<file path="src/rtl/pattern_history_predictor_pkg.sv">
// Shared types and helpers for the pattern history branch predictor:
// MEM-stage opfunc encoding, conditional-branch decode and saturating counter step.
package pattern_history_predictor_pkg;

    localparam int DEF_INDEX_W = 2;
    localparam int DEF_CTR_W   = 2;

    typedef enum logic [3:0] {
        OP_NOP = 4'd0,
        OP_ALU = 4'd1,
        OP_LW  = 4'd2,
        OP_SW  = 4'd3,
        OP_BEQ = 4'd4,
        OP_BNE = 4'd5,
        OP_J   = 4'd6,
        OP_JAL = 4'd7,
        OP_JR  = 4'd8
    } opfunc_t;

    function automatic logic is_cond_branch(input opfunc_t op);
        logic r;
        case (op)
            OP_BEQ, OP_BNE: r = 1'b1;
            default:        r = 1'b0;
        endcase
        return r;
    endfunction

    // Counters are at most 4 bits wide; callers pass their own ceiling.
    function automatic logic [3:0] sat_update(input logic [3:0] ctr, input logic taken,
                                              input logic [3:0] ctr_max);
        logic [3:0] r;
        if (taken) begin
            r = (ctr >= ctr_max) ? ctr : ctr + 4'd1;
        end else begin
            r = (ctr == 4'd0) ? ctr : ctr - 4'd1;
        end
        return r;
    endfunction

endpackage

</file>
<file path="src/rtl/pattern_history_predictor_sat_counter.sv">
// One CTR_W-bit saturating counter; o_next is the value it would take if trained
// this cycle in direction i_dir, exposed so the table can bypass it to IF.
module sat_counter
    import pattern_history_predictor_pkg::*;
#(
    parameter int CTR_W    = 2,
    parameter int CTR_INIT = 1
) (
    input  logic             CLK,
    input  logic             nRST,
    input  logic             i_en,
    input  logic             i_dir,
    output logic [CTR_W-1:0] o_q,
    output logic [CTR_W-1:0] o_next
);

    localparam logic [3:0]       CTR_MAX = 4'((1 << CTR_W) - 1);
    localparam logic [CTR_W-1:0] INIT_V  = CTR_W'(CTR_INIT);

    logic [CTR_W-1:0] r_q;

    // Saturating step computed every cycle, independent of the enable.
    always_comb begin
        o_next = CTR_W'(sat_update(4'(r_q), i_dir, CTR_MAX));
    end

    // Counter storage.
    always_ff @(posedge CLK or negedge nRST) begin
        if (!nRST) begin
            r_q <= INIT_V;
        end else if (i_en) begin
            r_q <= o_next;
        end else begin
            r_q <= r_q;
        end
    end

    assign o_q = r_q;

endmodule

</file>
<file path="src/rtl/pattern_history_predictor.sv">
// Table of 2**INDEX_W saturating counters: read in IF, trained in MEM, with same-cycle
// bypass. Define PREDICTOR_GSHARE_EN to hash the IF index with a global history register.
module pattern_history_predictor
    import pattern_history_predictor_pkg::*;
#(
    parameter int INDEX_W  = DEF_INDEX_W,
    parameter int CTR_W    = DEF_CTR_W,
    parameter int CTR_INIT = 2 ** (CTR_W - 1) - 1
) (
    input  logic               CLK,
    input  logic               nRST,
    input  logic [INDEX_W-1:0] if_index,
    output logic [INDEX_W-1:0] if_pr_index,
    output logic               PRresult,
    input  logic               mm_en,
    input  opfunc_t            mm_opfunc,
    input  logic [INDEX_W-1:0] mm_prindex,
    input  logic               ABtaken
);

    localparam int DEPTH = 1 << INDEX_W;

    logic               w_train;
    logic               w_bypass;
    logic [INDEX_W-1:0] w_pr_index;
    logic [CTR_W-1:0]   w_eff;
    logic [CTR_W-1:0]   w_ctr  [DEPTH];
    logic [CTR_W-1:0]   w_next [DEPTH];

    // Gating with nRST keeps the prediction at the reset value while reset is held.
    assign w_train = nRST & mm_en & is_cond_branch(mm_opfunc);

`ifdef PREDICTOR_GSHARE_EN
    logic [INDEX_W-1:0] r_ghr;
    logic [INDEX_W-1:0] w_ghr_next;

    if (INDEX_W == 1) begin : g_ghr_one
        assign w_ghr_next = ABtaken;
    end else begin : g_ghr_shift
        assign w_ghr_next = {r_ghr[INDEX_W-2:0], ABtaken};
    end

    // Global history shifts in each resolved conditional branch outcome.
    always_ff @(posedge CLK or negedge nRST) begin
        if (!nRST) begin
            r_ghr <= '0;
        end else if (w_train) begin
            r_ghr <= w_ghr_next;
        end else begin
            r_ghr <= r_ghr;
        end
    end

    assign w_pr_index = if_index ^ r_ghr;
`else
    assign w_pr_index = if_index;
`endif

    for (genvar gi = 0; gi < DEPTH; gi++) begin : g_tbl
        sat_counter #(
            .CTR_W    (CTR_W),
            .CTR_INIT (CTR_INIT)
        ) u_ctr (
            .CLK    (CLK),
            .nRST   (nRST),
            .i_en   (w_train && (mm_prindex == INDEX_W'(gi))),
            .i_dir  (ABtaken),
            .o_q    (w_ctr[gi]),
            .o_next (w_next[gi])
        );
    end

    // Select the trained-next value when MEM is updating the entry IF is reading.
    always_comb begin
        w_bypass = w_train && (mm_prindex == w_pr_index);
        if (w_bypass) begin
            w_eff = w_next[w_pr_index];
        end else begin
            w_eff = w_ctr[w_pr_index];
        end
    end

    assign PRresult    = w_eff[CTR_W-1];
    assign if_pr_index = w_pr_index;

endmodule

</file>
<file path="config.mk">
export PLATFORM = sky130hd
export DESIGN_NAME = pattern_history_predictor
export DESIGN_NICKNAME = d
export VERILOG_FILES = /design/src/rtl/pattern_history_predictor_pkg.sv /design/src/rtl/pattern_history_predictor_sat_counter.sv /design/src/rtl/pattern_history_predictor.sv
export SDC_FILE = /design/constraint.sdc
export NUM_CORES = 1
export LEC_CHECK = 0
export BUFFER_PORTS_ARGS = -buffer_cell sky130_fd_sc_hd__buf_4
export CAP_MARGIN = 20
export CORE_UTILIZATION = 40
export DETAILED_ROUTE_END_ITERATION = 8
export SYNTH_ARGS = -nofsm -noshare
export SYNTH_HDL_FRONTEND = slang
export SYNTH_SLANG_ARGS = --single-unit
export TNS_END_PERCENT = 50
</file>
<file path="constraint.sdc">
create_clock -name CLK -period 4.9 [get_ports CLK]
set_input_delay 0.98 -clock CLK [delete_from_list [all_inputs] [get_ports CLK]]
set_output_delay 0.98 -clock CLK [all_outputs]
set_load 0.02 [all_outputs]
</file>
Word-level counts from Yosys, hierarchy flattened
Cells that the tools add are included.
Widths: inputs -> output; s select.
{"block": "op_classes", "bitwise_logic": 3, "mux": 20, "reduce_logical": 11, "addsub": 8, "n_eq_ne": 6, "order_cmp": 5}
{"operator": "$mux 2", "n": 17}
{"operator": "$logic_not 2->1", "n": 5}
{"operator": "$add 2x1->2 const B", "n": 4}
{"operator": "$bmux 2 s2", "n": 2}
{"operator": "$eq 4x3->1 const B", "n": 2}
{"operator": "$ge 2x2->1 const B", "n": 4}
{"operator": "$sub 2x1->2 const B", "n": 4}
{"operator": "$logic_and 1x1->1", "n": 5}
{"operator": "$eq 2x2->1 const B", "n": 2}
{"operator": "$ge 3x3->1 const B", "n": 1}
{"operator": "$not 2->3", "n": 1}
{"operator": "$and 1x1->1", "n": 2}
{"operator": "$eq 2x1->1 const B", "n": 1}
{"operator": "$eq 2x2->1", "n": 1}
{"operator": "$reduce_or 2->1", "n": 1}
{"operator": "$mux 1", "n": 1}
{"block": "word_totals", "ff_bits": 8, "output_inout_bits": 3, "wordCells": 57}

Logic depth before layout (Yosys ltp)
Gate-level depths: netlist of the first run.
{"block": "logic_depth", "ltp_word": 7, "mapped_depth": 4, "depth_no_buf": 3}

Hierarchy
Synthesis of the first run repeated with hierarchy kept, for this count alone.
{"block": "unflattened", "cells_unflattened": 66, "hier_area_um2": 700.7}
{"mod": "sat_counter", "cells_each": 13, "instances": 4, "seq_area_each_um2": 51.3, "area_per_inst_um2": 135.1}
{"mod": "pattern_history_predictor", "cells_each": 14, "instances": 1, "seq_area_each_um2": 0.0, "area_per_inst_um2": 160.2}

Worst setup path after synthesis of the first run
No wires, ideal clock.
{"block": "synth_path", "kind": "input -> output", "startpoint": "input ABtaken", "endpoint": "output PRresult", "required_time_ns": 3.920, "slack_ns": 1.767, "n_path_buf": 1, "path_stages": 4, "arrival_time_ns": 2.153, "path_cell_list": "buf_6 > maj3_2 > mux4_2 > mux2_2"}
{"block": "synth_via", "elab_chain_len": 5}
{"element": "from (decl)", "line_no": "pattern_history_predictor.sv:18", "source": "input logic ABtaken"}
{"element": "$mux 2", "line_no": "pattern_history_predictor_pkg.sv:33", "source": "if (taken) begin"}
{"element": "$bmux 2 s2 (*)", "line_no": "pattern_history_predictor.sv:77", "source": "w_eff = w_next[w_pr_index];"}
{"element": "$mux 2 (not written as such) (*) (2 in a row)", "line_no": "pattern_history_predictor.sv:77"}
{"element": "$mux 2 (*)", "line_no": "pattern_history_predictor.sv:76", "source": "if (w_bypass) begin"}
{"element": "to (decl)", "line_no": "pattern_history_predictor.sv:14", "source": "output logic PRresult,"}
Every way passes the cells marked *; elsewhere a longest branch is shown, timed or not. The select of a mux whose other input is x is not followed.

Worst setup path after layout of the first run
Ends and elaborated chain as after synthesis.

==> results of run 1 <==
==> cell families after synthesis <==
family | count (synthesis)
AND/OR/NAND/NOR | 16
AO/OA/AOI/OAI | 15
buffers and inverters | 9
flip-flops | 8
adder cells (fa/ha/maj) | 6
multiplexers | 5
XOR/XNOR | 2
==> path summary, 6_finish.rpt <==
check | end | slack (ps) | depth (start not counted)
max | PRresult | 1560 | 5
min | g_tbl[2].u_ctr.o_q[1] | 520 | 1
max reg2reg | g_tbl[0].u_ctr.o_q[0] | 3600 | 3
min reg2reg | g_tbl[1].u_ctr.o_q[0] | 520 | 2
max in group asynchronous | g_tbl[3].u_ctr.o_q[0] | 4150 | 1
min in group CLK | g_tbl[1].u_ctr.o_q[0] | 520 | 2
==> cell type report <==
cell class                 count  area [µm²]  share of cell area [%]
inverter                       5        18.8                    2.51
multi-input combinational     44         380                    50.8
timing repair buffer          13        97.6                    13.0
sequential                     8         205                    27.4
clock buffer                   4        26.3                    3.51
tap                           16        20.0                    2.68
==> worst max-delay path: cells and delay by family <==
family / cells / cell delay, ps
muxes: 2 / 710
adders and majority gates: 1 / 350
buffers and inverters: 2 / 310
==> per-stage QoR <==
step / util [%] / instance area (µm²) / instances / setup slack, ps
final: 50.3 / 748 / 90 / 1560
after global routing: 50.3 / 748 / 90 / 1510
after CTS: 50.3 / 748 / 90 / 1560
after detailed placement: 48.5 / 722 / 86 / 1570
after global placement: 48.5 / 722 / 86 / 1560
after floorplan: - / 634 / 61 / 1770
==> routing by layer <==
| layer | up-vias | routed length (µm) | global-route usage, % |
|---|---|---|---|
| li1 | 263 | - | - |
| met5 | - | 0 | 0 |
| met3 | 5 | 76 | 4.78 |
| met2 | 16 | 554 | 27.5 |
| met4 | 0 | 34 | 11.6 |
| met1 | 259 | 647 | 25.4 |
==> layout by cell type, fill, tap and decap left out, drive strengths merged <==
master and instances:
o31ai 1, nand4b 1, nor4 1, o311ai 1
o21ai 1, a31oi 4, xor2 2, inv 5
a21oi 2, dfstp 4, buf 13, a41oi 1
nor4b 1, mux4 2, clkbuf 4, mux2 2
or4 1, nand3b 1, nand3 2, nor2 1
or2 1, nor4bb 1, mux2i 1, nand2b 1
o41ai 1, dfrtp 4, a31o 1, nand2 2
and4bb 1, and3b 1, and4b 1, a211oi 1
maj3 6, a2bb2oi 2
==> power groups by stage <==
| stage | combinational, µW | sequential, µW | clock [µW] |
|---|---|---|---|
| finish | 38.8 | 79.3 | 56.7 |
| global route | 44.0 | 80.5 | 62.5 |
| CTS | 39.0 | 79.2 | 59.1 |
| detailed placement | 38.7 | 80.3 | 0 |
| global placement | 38.1 | 80.2 | 0 |
| floorplan | 25.4 | 79.1 | 0 |
==> impl_results.rst, run 1 <==
.. list-table::
   :header-rows: 1

   * - Metric
     - Value
   * - Status
     - finished, final reports clean
   * - Die H
     - 41.8 µm
   * - Largest net degree at the start of global routing
     - 12
   * - Cell at the slowest stage of the critical path
     - sky130_fd_sc_hd__mux4_2
   * - Launch point of the critical path
     - ABtaken
   * - Grt ovf
     - 0
   * - Share of total power in the clock network
     - 32.4%
   * - Number of vias in the routed layout
     - 543
   * - Number of remaining DRC errors
     - 0
   * - Antenna diode instance count
     - 0
   * - Total Nets Final
     - 87
   * - Type of origin of the critical path
     - input port
   * - Post-Synthesis Cells
     - 61
   * - Rows
     - 14
   * - Number of setup buffers added after CTS
     - 0
   * - Cell taking the most area after synthesis
     - sky130_fd_sc_hd__dfstp_2
   * - Final-layout worst hold slack
     - 516 ps
   * - Library cell used as clock root buffer
     - sky130_fd_sc_hd__clkbuf_4
   * - Share of the clock period used by the worst path after layout
     - 68.2%
   * - Cell types occupying the most area after synthesis
     - sky130_fd_sc_hd__dfstp_2 (17%), sky130_fd_sc_hd__dfrtp_1 (16%), sky130_fd_sc_hd__mux4_2 (7.1%)
   * - Static Leakage
     - 0.000299 µW
   * - Cell-by-cell trace of the critical path
     - buf_4 > maj3_1 > mux4_2 > mux2_2 > buf_4
   * - Detailed Route WL
     - 1310 µm
   * - Max-slew headroom at the worst pin
     - 58.8%
   * - Clock-pin slew of the registers on the worst-case setup and hold paths
     - 60 ps
   * - Slew Limit Fails
     - 0
   * - Library cells used by synthesis
     - 36
   * - Number of max-cap violations
     - 0
   * - Antenna viol nets, final
     - 0
   * - Post-CTS Resized
     - 0
   * - Maximum buffer depth of the clock tree
     - 2
   * - Share of the synthesized area in compound gates (AO/OA/AOI/OAI)
     - 17.0%
   * - Startpoint of the most critical register-to-register path
     - g_tbl[0].u_ctr.o_q[0]
   * - Int Power
     - 127 µW
   * - Proportion of synthesized chip area in sequential cells
     - 32.3%
   * - Syn avg cell area
     - 10.4 µm²
   * - Final hold vios
     - 0
   * - Clock period minus final worst setup slack
     - 3340 ps
   * - Required time of the critical path
     - 3920 ps
   * - Syn nets
     - 73
   * - Number of inserted filler cells in the final layout
     - 144
   * - Global-route wire length before repair
     - 2430 µm
   * - Critical Setup Path Class
     - input port to output pin
   * - Kind of end point of the critical path
     - output pin
   * - Logic gate share of total power
     - 22.2%
   * - X dimension of the die
     - 41.8 µm
   * - Max FFs per register
     - 8
   * - Portion of total power attributed to sequential cells
     - 45.4%
   * - Kind of path behind the tightest hold check
     - input port to asynchronous set/reset pin
   * - Layout cell share with drive strength beyond 1
     - 40.5%
   * - H-tree lvl count
     - 1
   * - Arrival time worst endpoint
     - 2360 ps
   * - Post-route clock skew
     - 13.4 ps
   * - Count of flip-flops with a built-in enable after synthesis
     - 0
   * - Die Area
     - 1750 µm²
   * - Total power divided by cell area
     - 234 nW/µm²
   * - Net switching power
     - 48.1 µW
   * - Number of buffers inserted by port buffering
     - 13
   * - Floorplan core area
     - 1490 µm²
   * - Slew @ Worst Pin
     - 610 ps
   * - Share of the synthesized netlist area taken by xor and xnor gates
     - 2.76%
   * - Maximum operating frequency
     - 0.299 GHz
   * - Dominant cell by count in the synthesized netlist
     - sky130_fd_sc_hd__inv_1
   * - Most frequent cell on the critical path
     - sky130_fd_sc_hd__buf_4
   * - Synth Cell Area
     - 634 µm²
   * - Async set-reset flop share out of synthesis
     - 100%
   * - Clk_lat worst skew
     - 270 ps
   * - RD Place Congestion
     - 0.738
   * - Critical path peak fanout
     - 11
   * - IO Count
     - 15
   * - Main combinational cell family by area after synthesis
     - simple AND/OR/NAND/NOR gates
   * - TritonCTS clock tree
     - built
   * - Hold-fix buffers, CTS
     - 0
   * - Layout-stage area growth over the synthesis result
     - 17.9%
   * - Number of synthesized register bits
     - 8
   * - Antenna violations before repair
     - 0
   * - Peak supply drop
     - 0.128 mV
   * - Gr usage total
     - 19.0%
   * - Commonest cells in the netlist
     - sky130_fd_sc_hd__inv_1 (5), sky130_fd_sc_hd__a31oi_1 (4), sky130_fd_sc_hd__dfrtp_1 (4), sky130_fd_sc_hd__dfstp_2 (4)
   * - Length of the first detailed-routing pass in iterations
     - 3
   * - RSZ-0062 raised after global routing
     - no
   * - Detail-routed net length per standard cell
     - 14.6 µm
   * - Total CTS buffers
     - 3
   * - Number of warnings reported in the yosys synthesis log
     - 0
   * - Effective utilization at floorplan
     - 42.6%
   * - Share of the synthesized area in the top cell type
     - 16.6%
   * - Overall power of the completed layout
     - 175 µW
   * - Setup violators final
     - 0
   * - Detailed Place HPWL
     - 982 µm
   * - CP max stage delay
     - 440 ps
   * - Via count of the first global-routing pass
     - 534
   * - Setup Total Neg Slack
     - 0 ps
   * - Post-synthesis share of cell area spent on full adders, half adders and majority gates
     - 10.1%
   * - Vias per inst
     - 6.03
   * - Synth Flop Type
     - sky130_fd_sc_hd__dfstp_2
   * - Multiplexer fraction of the synthesized cell area
     - 12.2%
   * - CTS sink cnt
     - 8
   * - First-iteration detailed-routing DRC count
     - 8
   * - Switching Fraction
     - 27.5%
   * - Simple logic cell fraction of the synthesized area
     - 17.9%
Power figures use the tool's default switching activity.
==> inputs of run 2 (changes only) <==
==> constraint.sdc (replaced) <==
create_clock -name CLK -period 3.2 [get_ports CLK]
set_input_delay 0.64 -clock CLK [delete_from_list [all_inputs] [get_ports CLK]]
set_output_delay 0.64 -clock CLK [all_outputs]
set_load 0.02 [all_outputs]
==> impl_results.rst, run 2 (synthesis gave the netlist of run 1 again) <==
.. list-table::
   :header-rows: 1

   * - Metric
     - Value
   * - TritonCTS clock tree
     - built (unchanged)
   * - Rows
     - 14 (unchanged)
   * - Max-slew headroom at the worst pin
     - 59.4% (was 58.8%)
   * - Instance count after placement with tap cells included
     - 86 (unchanged)
   * - Commonest non-fill, non-tap cells in the layout
     - sky130_fd_sc_hd__buf_4 (13), sky130_fd_sc_hd__inv_1 (5), sky130_fd_sc_hd__a31oi_1 (4), sky130_fd_sc_hd__dfstp_2 (4), sky130_fd_sc_hd__dfrtp_1 (4) (unchanged)
   * - Met2 usage in global routing
     - 24.7% (was 27.5%)
   * - Final hold vios
     - 0 (unchanged)
   * - Maximum operating frequency
     - 0.375 GHz
   * - Multi-input gate area
     - 380 µm² (unchanged)
   * - Hold-fix buffers, CTS
     - 0 (unchanged)
   * - Met3 usage
     - 2.17% (was 4.78%)
   * - Number of inserted filler cells in the final layout
     - 140 (was 144)
   * - Effective utilization at floorplan
     - 42.6% (unchanged)
   * - Die H
     - 41.8 µm (unchanged)
   * - Layout cell share with drive strength beyond 1
     - 41.1% (was 40.5%)
   * - Global-route wire length before repair
     - 2180 µm (was 2430 µm)
   * - X dimension of the die
     - 41.8 µm (unchanged)
   * - Peak supply drop
     - 0.197 mV (was 0.128 mV)
   * - Die Area
     - 1750 µm² (unchanged)
   * - CP max stage delay
     - 440 ps (about the same)
   * - Number of remaining DRC errors
     - 0 (unchanged)
   * - Antenna viol nets, final
     - 0 (unchanged)
   * - Number of vias in the routed layout
     - 523 (was 543)
   * - Vias per inst
     - 5.88 (was 6.03)
   * - Total CTS buffers
     - 3 (unchanged)
   * - Most frequent cell on the critical path
     - sky130_fd_sc_hd__buf_4 (unchanged)
   * - Kind of path behind the tightest hold check
     - input port to asynchronous set/reset pin (unchanged)
   * - RD Place Congestion
     - 0.719 (was 0.738)
   * - Global-route track usage on met1
     - 22.4% (was 25.4%)
   * - Share of the clock period used by the worst path after layout
     - 83.4%
   * - Detailed Place HPWL
     - 999 µm (was 982 µm)
   * - Max FFs per register
     - 8 (unchanged)
   * - Leading cell type in the layout, fill and taps excluded
     - sky130_fd_sc_hd__buf_4 (unchanged)
   * - Grt ovf
     - 0 (unchanged)
   * - Type of origin of the critical path
     - input port (unchanged)
   * - Static Leakage
     - 0.000298 µW (was 0.000299 µW)
   * - Gr usage total
     - 16.7% (was 19.0%)
   * - Required time of the critical path
     - 2560 ps (was 3920 ps)
   * - Terminus of the critical flop-to-flop path
     - g_tbl[0].u_ctr.o_q[0] (unchanged)
   * - Total power divided by cell area
     - 345 nW/µm² (was 234 nW/µm²)
   * - Detailed Route WL
     - 1260 µm (was 1310 µm)
   * - Post-CTS Resized
     - 0 (unchanged)
   * - Cell-by-cell trace of the critical path
     - buf_4 > maj3_1 > mux4_2 > mux2_2 > buf_4 (unchanged)
   * - Post-route non-filler standard cell count
     - 89 (was 90)
   * - Total Nets Final
     - 87 (unchanged)
   * - Critical path peak fanout
     - 11 (unchanged)
   * - Number of buffers inserted by port buffering
     - 13 (unchanged)
   * - Setup violators final
     - 0 (unchanged)
   * - Cell at the slowest stage of the critical path
     - sky130_fd_sc_hd__mux4_2 (unchanged)
   * - Path depth of the worst reg2reg path
     - 3 (unchanged)
   * - Detail-routed net length per standard cell
     - 14.2 µm (was 14.6 µm)
   * - Antenna violations before repair
     - 0 (unchanged)
   * - Clock period minus final worst setup slack
     - 2670 ps
   * - Length of the first detailed-routing pass in iterations
     - 4 (was 3)
   * - Maximum buffer depth of the clock tree
     - 2 (unchanged)
   * - IO Count
     - 15 (unchanged)
   * - Largest net degree at the start of global routing
     - 12 (unchanged)
   * - CTS sink cnt
     - 8 (unchanged)
   * - Antenna diode instance count
     - 0 (unchanged)
   * - Slew Limit Fails
     - 0 (unchanged)
   * - Startpoint of the most critical register-to-register path
     - g_tbl[0].u_ctr.o_q[0] (unchanged)
   * - Arrival time worst endpoint
     - 2030 ps (was 2360 ps)
   * - Library cell used as clock root buffer
     - sky130_fd_sc_hd__clkbuf_4 (unchanged)
   * - RSZ-0062 raised after global routing
     - no (unchanged)
   * - Footprint of the flip-flops and latches
     - 205 µm² (unchanged)
   * - Clock-pin slew of the registers on the worst-case setup and hold paths
     - 60 ps (about the same)
   * - Critical Setup Path Class
     - input port to output pin (unchanged)
   * - Clk_lat worst skew
     - 250 ps (was 270 ps)
   * - Via count of the first global-routing pass
     - 487 (was 534)
   * - Launch point of the critical path
     - ABtaken (unchanged)
   * - Worst setup slack for register-to-register paths
     - 1930 ps (was 3600 ps)
   * - Kind of end point of the critical path
     - output pin (unchanged)
   * - First-iteration detailed-routing DRC count
     - 9 (was 8)
   * - Status
     - finished, final reports clean (unchanged)
   * - Post-route clock skew
     - 0.131 ps (was 13.4 ps)
   * - Slew @ Worst Pin
     - 600 ps (was 610 ps)
   * - H-tree lvl count
     - 1 (unchanged)
   * - Layout-stage area growth over the synthesis result
     - 17.4% (was 17.9%)
   * - Final-layout worst hold slack
     - 203 ps (was 516 ps)
   * - Number of max-cap violations
     - 0 (unchanged)
   * - Setup Total Neg Slack
     - 0 ps (unchanged)
   * - Number of setup buffers added after CTS
     - 0 (unchanged)
   * - Floorplan core area
     - 1490 µm² (unchanged)
   * - Global route hottest layer
     - met2 (unchanged)
==> run 2: where the power goes <==
part | leakage (µW) | total [µW] | switching (µW) | internal (µW)
Combinational | 0.000191 | 59.2 | 27.0 | 32.2
Clock | 0.0000138 | 76.3 | 33.5 | 42.9
Sequential | 0.0000924 | 121 | 7.41 | 114
==> run 2: metal layers <==
layer,wire length [µm],vias up,share of wire [%]
li1,-,264,-
met2,556,11,44
met3,64,2,5.1
met4,15,0,1.2
met1,625,246,50
met5,0,-,0
==> run 2: final cells by class <==
class / instances / area share [%]
clock buffers: 3 / 3.03
inverters: 5 / 2.52
multi-input cells: 44 / 51.1
flip-flops and latches: 8 / 27.6
well taps: 16 / 2.69
repair buffers: 13 / 13.1
==> run 2: how the worst max path moves through the flow <==
stage,endpoint,slack [ps],cells after the start
after floorplan,PRresult,750,4
after global placement,PRresult,550,5
after detailed placement,PRresult,530,5
after CTS,PRresult,530,5
after global routing,PRresult,500,5
final,PRresult,530,5
==> run 2: worst max-delay path, delay by kind of cell <==
kind	cells	cell delay, ps
fa+ha+maj	1	350
buf+inv	2	310
mux	2	720
==> run 2: through the flow <==
stage               power, µW  instance area, µm²  setup WS, ps  util (%)
floorplan                 160                 634           747         -
global placement          181                 722           549      48.5
detailed placement        183                 722           528      48.5
CTS                       263                 744           528      50.0
global route              274                 744           505      50.0
finish                    257                 744           532      50.0
==> inputs of run 3 (changes only) <==
==> constraint.sdc (replaced) <==
create_clock -name CLK -period 2.68 [get_ports CLK]
set_input_delay 0.536 -clock CLK [delete_from_list [all_inputs] [get_ports CLK]]
set_output_delay 0.536 -clock CLK [all_outputs]
set_load 0.02 [all_outputs]
==> impl_results.rst, run 3 (synthesis gave the netlist of run 1 again) <==
.. list-table::
   :header-rows: 1

   * - Metric
     - Value
   * - Antenna diode instance count
     - 0 (unchanged)
   * - Setup violators final
     - 0 (unchanged)
   * - Length of the first detailed-routing pass in iterations
     - 4 (unchanged)
   * - Antenna viol nets, final
     - 0 (unchanged)
   * - Global-route wire length before repair
     - 2100 µm (was 2180 µm)
   * - Antenna violations before repair
     - 0 (unchanged)
   * - Terminus of the critical flop-to-flop path
     - g_tbl[0].u_ctr.o_q[0] (unchanged)
   * - Required time of the critical path
     - 2140 ps (was 2560 ps)
   * - X dimension of the die
     - 41.8 µm (unchanged)
   * - Die H
     - 41.8 µm (unchanged)
   * - Clock-pin slew of the registers on the worst-case setup and hold paths
     - 60 ps (about the same)
   * - Slew Limit Fails
     - 0 (unchanged)
   * - Peak supply drop
     - 0.200 mV (was 0.197 mV)
   * - Share of the clock period used by the worst path after layout
     - 91.2%
   * - Critical Setup Path Class
     - input port to output pin (unchanged)
   * - Number of setup buffers added after CTS
     - 0 (unchanged)
   * - Final cell area excluding filler cells
     - 744 µm² (unchanged)
   * - Logic gate share of total power
     - 22.8% (was 23.0%)
   * - Detailed Route WL
     - 1220 µm (was 1260 µm)
   * - Number of max-cap violations
     - 0 (unchanged)
   * - Number of buffers inserted by port buffering
     - 13 (unchanged)
   * - Total power divided by cell area
     - 413 nW/µm² (was 345 nW/µm²)
   * - First-iteration detailed-routing DRC count
     - 4 (was 9)
   * - Kind of end point of the critical path
     - output pin (unchanged)
   * - Library cell used as clock root buffer
     - sky130_fd_sc_hd__clkbuf_4 (unchanged)
   * - Worst setup slack for register-to-register paths
     - 1410 ps (was 1930 ps)
   * - Grt ovf
     - 0 (unchanged)
   * - IO Count
     - 15 (unchanged)
   * - Maximum buffer depth of the clock tree
     - 2 (unchanged)
   * - H-tree lvl count
     - 1 (unchanged)
   * - Startpoint of the most critical register-to-register path
     - g_tbl[0].u_ctr.o_q[0] (unchanged)
   * - Critical path peak fanout
     - 11 (unchanged)
   * - TritonCTS clock tree
     - built (unchanged)
   * - Floorplan core area
     - 1490 µm² (unchanged)
   * - Post-route clock skew
     - 0.169 ps (was 0.131 ps)
   * - Net switching power
     - 81.9 µW (was 67.8 µW)
   * - Slew @ Worst Pin
     - 595 ps (was 600 ps)
   * - Max-slew headroom at the worst pin
     - 59.8% (was 59.4%)
   * - Most frequent cell on the critical path
     - sky130_fd_sc_hd__buf_4 (unchanged)
   * - Layout-stage area growth over the synthesis result
     - 17.4% (unchanged)
   * - Status
     - finished, final reports clean (unchanged)
   * - Largest net degree at the start of global routing
     - 12 (unchanged)
   * - Die Area
     - 1750 µm² (unchanged)
   * - Total CTS buffers
     - 3 (unchanged)
   * - Effective utilization at floorplan
     - 42.6% (unchanged)
   * - Maximum operating frequency
     - 0.409 GHz
   * - Switching Fraction
     - 26.6% (was 26.4%)
   * - Clk_lat worst skew
     - 250 ps (about the same)
   * - Leading cell type in the layout, fill and taps excluded
     - sky130_fd_sc_hd__buf_4 (unchanged)
   * - Commonest non-fill, non-tap cells in the layout
     - sky130_fd_sc_hd__buf_4 (13), sky130_fd_sc_hd__inv_1 (5), sky130_fd_sc_hd__a31oi_1 (4), sky130_fd_sc_hd__dfstp_2 (4), sky130_fd_sc_hd__dfrtp_1 (4) (unchanged)
   * - RD Place Congestion
     - 0.726 (was 0.719)
   * - Post-CTS Resized
     - 0 (unchanged)
   * - Kind of path behind the tightest hold check
     - input port to asynchronous set/reset pin (unchanged)
   * - Post-detailed-placement cell area
     - 722 µm² (unchanged)
   * - Multi-input gate area
     - 380 µm² (unchanged)
   * - Rows
     - 14 (unchanged)
   * - Cell at the slowest stage of the critical path
     - sky130_fd_sc_hd__mux4_2 (unchanged)
   * - Worst Slack Setup Final
     - 236 ps (was 532 ps)
   * - Arrival time worst endpoint
     - 1910 ps (was 2030 ps)
   * - Share of total power in the clock network
     - 30.2% (was 29.7%)
   * - RSZ-0062 raised after global routing
     - no (unchanged)
   * - Int Power
     - 226 µW (was 189 µW)
   * - CP max stage delay
     - 440 ps (about the same)
   * - Detail-routed net length per standard cell
     - 13.7 µm (was 14.2 µm)
   * - Final hold vios
     - 0 (unchanged)
   * - Footprint of the flip-flops and latches
     - 205 µm² (unchanged)
   * - Cell-by-cell trace of the critical path
     - buf_4 > maj3_1 > mux4_2 > mux2_2 > buf_4 (unchanged)
   * - Vias per inst
     - 6.08 (was 5.88)
   * - Setup Total Neg Slack
     - 0 ps (unchanged)
   * - Launch point of the critical path
     - ABtaken (unchanged)
   * - Cell type group with the largest total delay on the critical path
     - multiplexers (unchanged)
   * - Clock period minus final worst setup slack
     - 2440 ps
   * - CTS sink cnt
     - 8 (unchanged)
   * - Static Leakage
     - 0.000298 µW (unchanged)
   * - Hold-fix buffers, CTS
     - 0 (unchanged)
   * - Number of buffers and inverters on the critical path
     - 2 (unchanged)
   * - Worst slack at placement
     - 236 ps (was 528 ps)
   * - Max FFs per register
     - 8 (unchanged)
   * - Via count of the first global-routing pass
     - 475 (was 487)
   * - Number of vias in the routed layout
     - 541 (was 523)
   * - Total Nets Final
     - 87 (unchanged)
   * - Type of origin of the critical path
     - input port (unchanged)
   * - Portion of total power attributed to sequential cells
     - 47.0% (was 47.2%)
   * - Number of remaining DRC errors
     - 0 (unchanged)
   * - Path depth of the worst reg2reg path
     - 3 (unchanged)
   * - Gr usage total
     - 16.4% (was 16.7%)
   * - Overall power of the completed layout
     - 308 µW (was 257 µW)
   * - Number of inserted filler cells in the final layout
     - 143 (was 140)
   * - Layout cell share with drive strength beyond 1
     - 41.1% (unchanged)
-- run 3: cell counts in the layout (fill, tap and decap cells not counted) --
No cell type changed its count.
-- run 3: final cells by class --
type,instances,share of cell area [%]
inverters,5,2.52
well taps,16,2.69
clock buffers,3,3.03
multi-input cells,44,51.1
repair buffers,13,13.1
flip-flops and latches,8,27.6
-- run 3: power groups by stage --
| stage | Clock [µW] | Combinational [µW] | Sequential (µW) |
|---|---|---|---|
| 6_report | 93.0 | 70.1 | 144 |
| 5_1_grt | 105 | 77.3 | 146 |
| 4_1_cts | 97.5 | 71.0 | 145 |
| 3_5_place_dp | 0 | 70.7 | 147 |
| 3_3_place_gp | 0 | 69.8 | 146 |
| 2_1_floorplan | 0 | 46.4 | 145 |
-- run 3: worst max-delay path by stage --
stage / end / slack (ps) / cells past startpoint
floorplan: PRresult / 440 / 4
global placement: PRresult / 230 / 5
detailed placement: PRresult / 240 / 5
CTS: PRresult / 230 / 5
global route: PRresult / 190 / 4
finish: PRresult / 240 / 5
-- run 3: metal layers --
metal  routed length (µm)  vias to the layer above  share of wire (%)  track usage, %
li1                     -                      263                  -               -
met1                  586                      252                 48            23.2
met5                    0                        -                  0               0
met4                   24                        0                2.0            9.68
met3                   73                        3                6.0            3.91
met2                  536                       23                 44            22.5
-- run 3: metrics by stage --
step           utilization (%)  std cells  hold WS [ps]
6_report                  50.0         89          87.8
5_1_grt                   50.0         89          87.5
3_5_place_dp              48.5         86           367
4_1_cts                   50.0         89          87.4
2_1_floorplan                -         61           240
3_3_place_gp              48.5         86           367
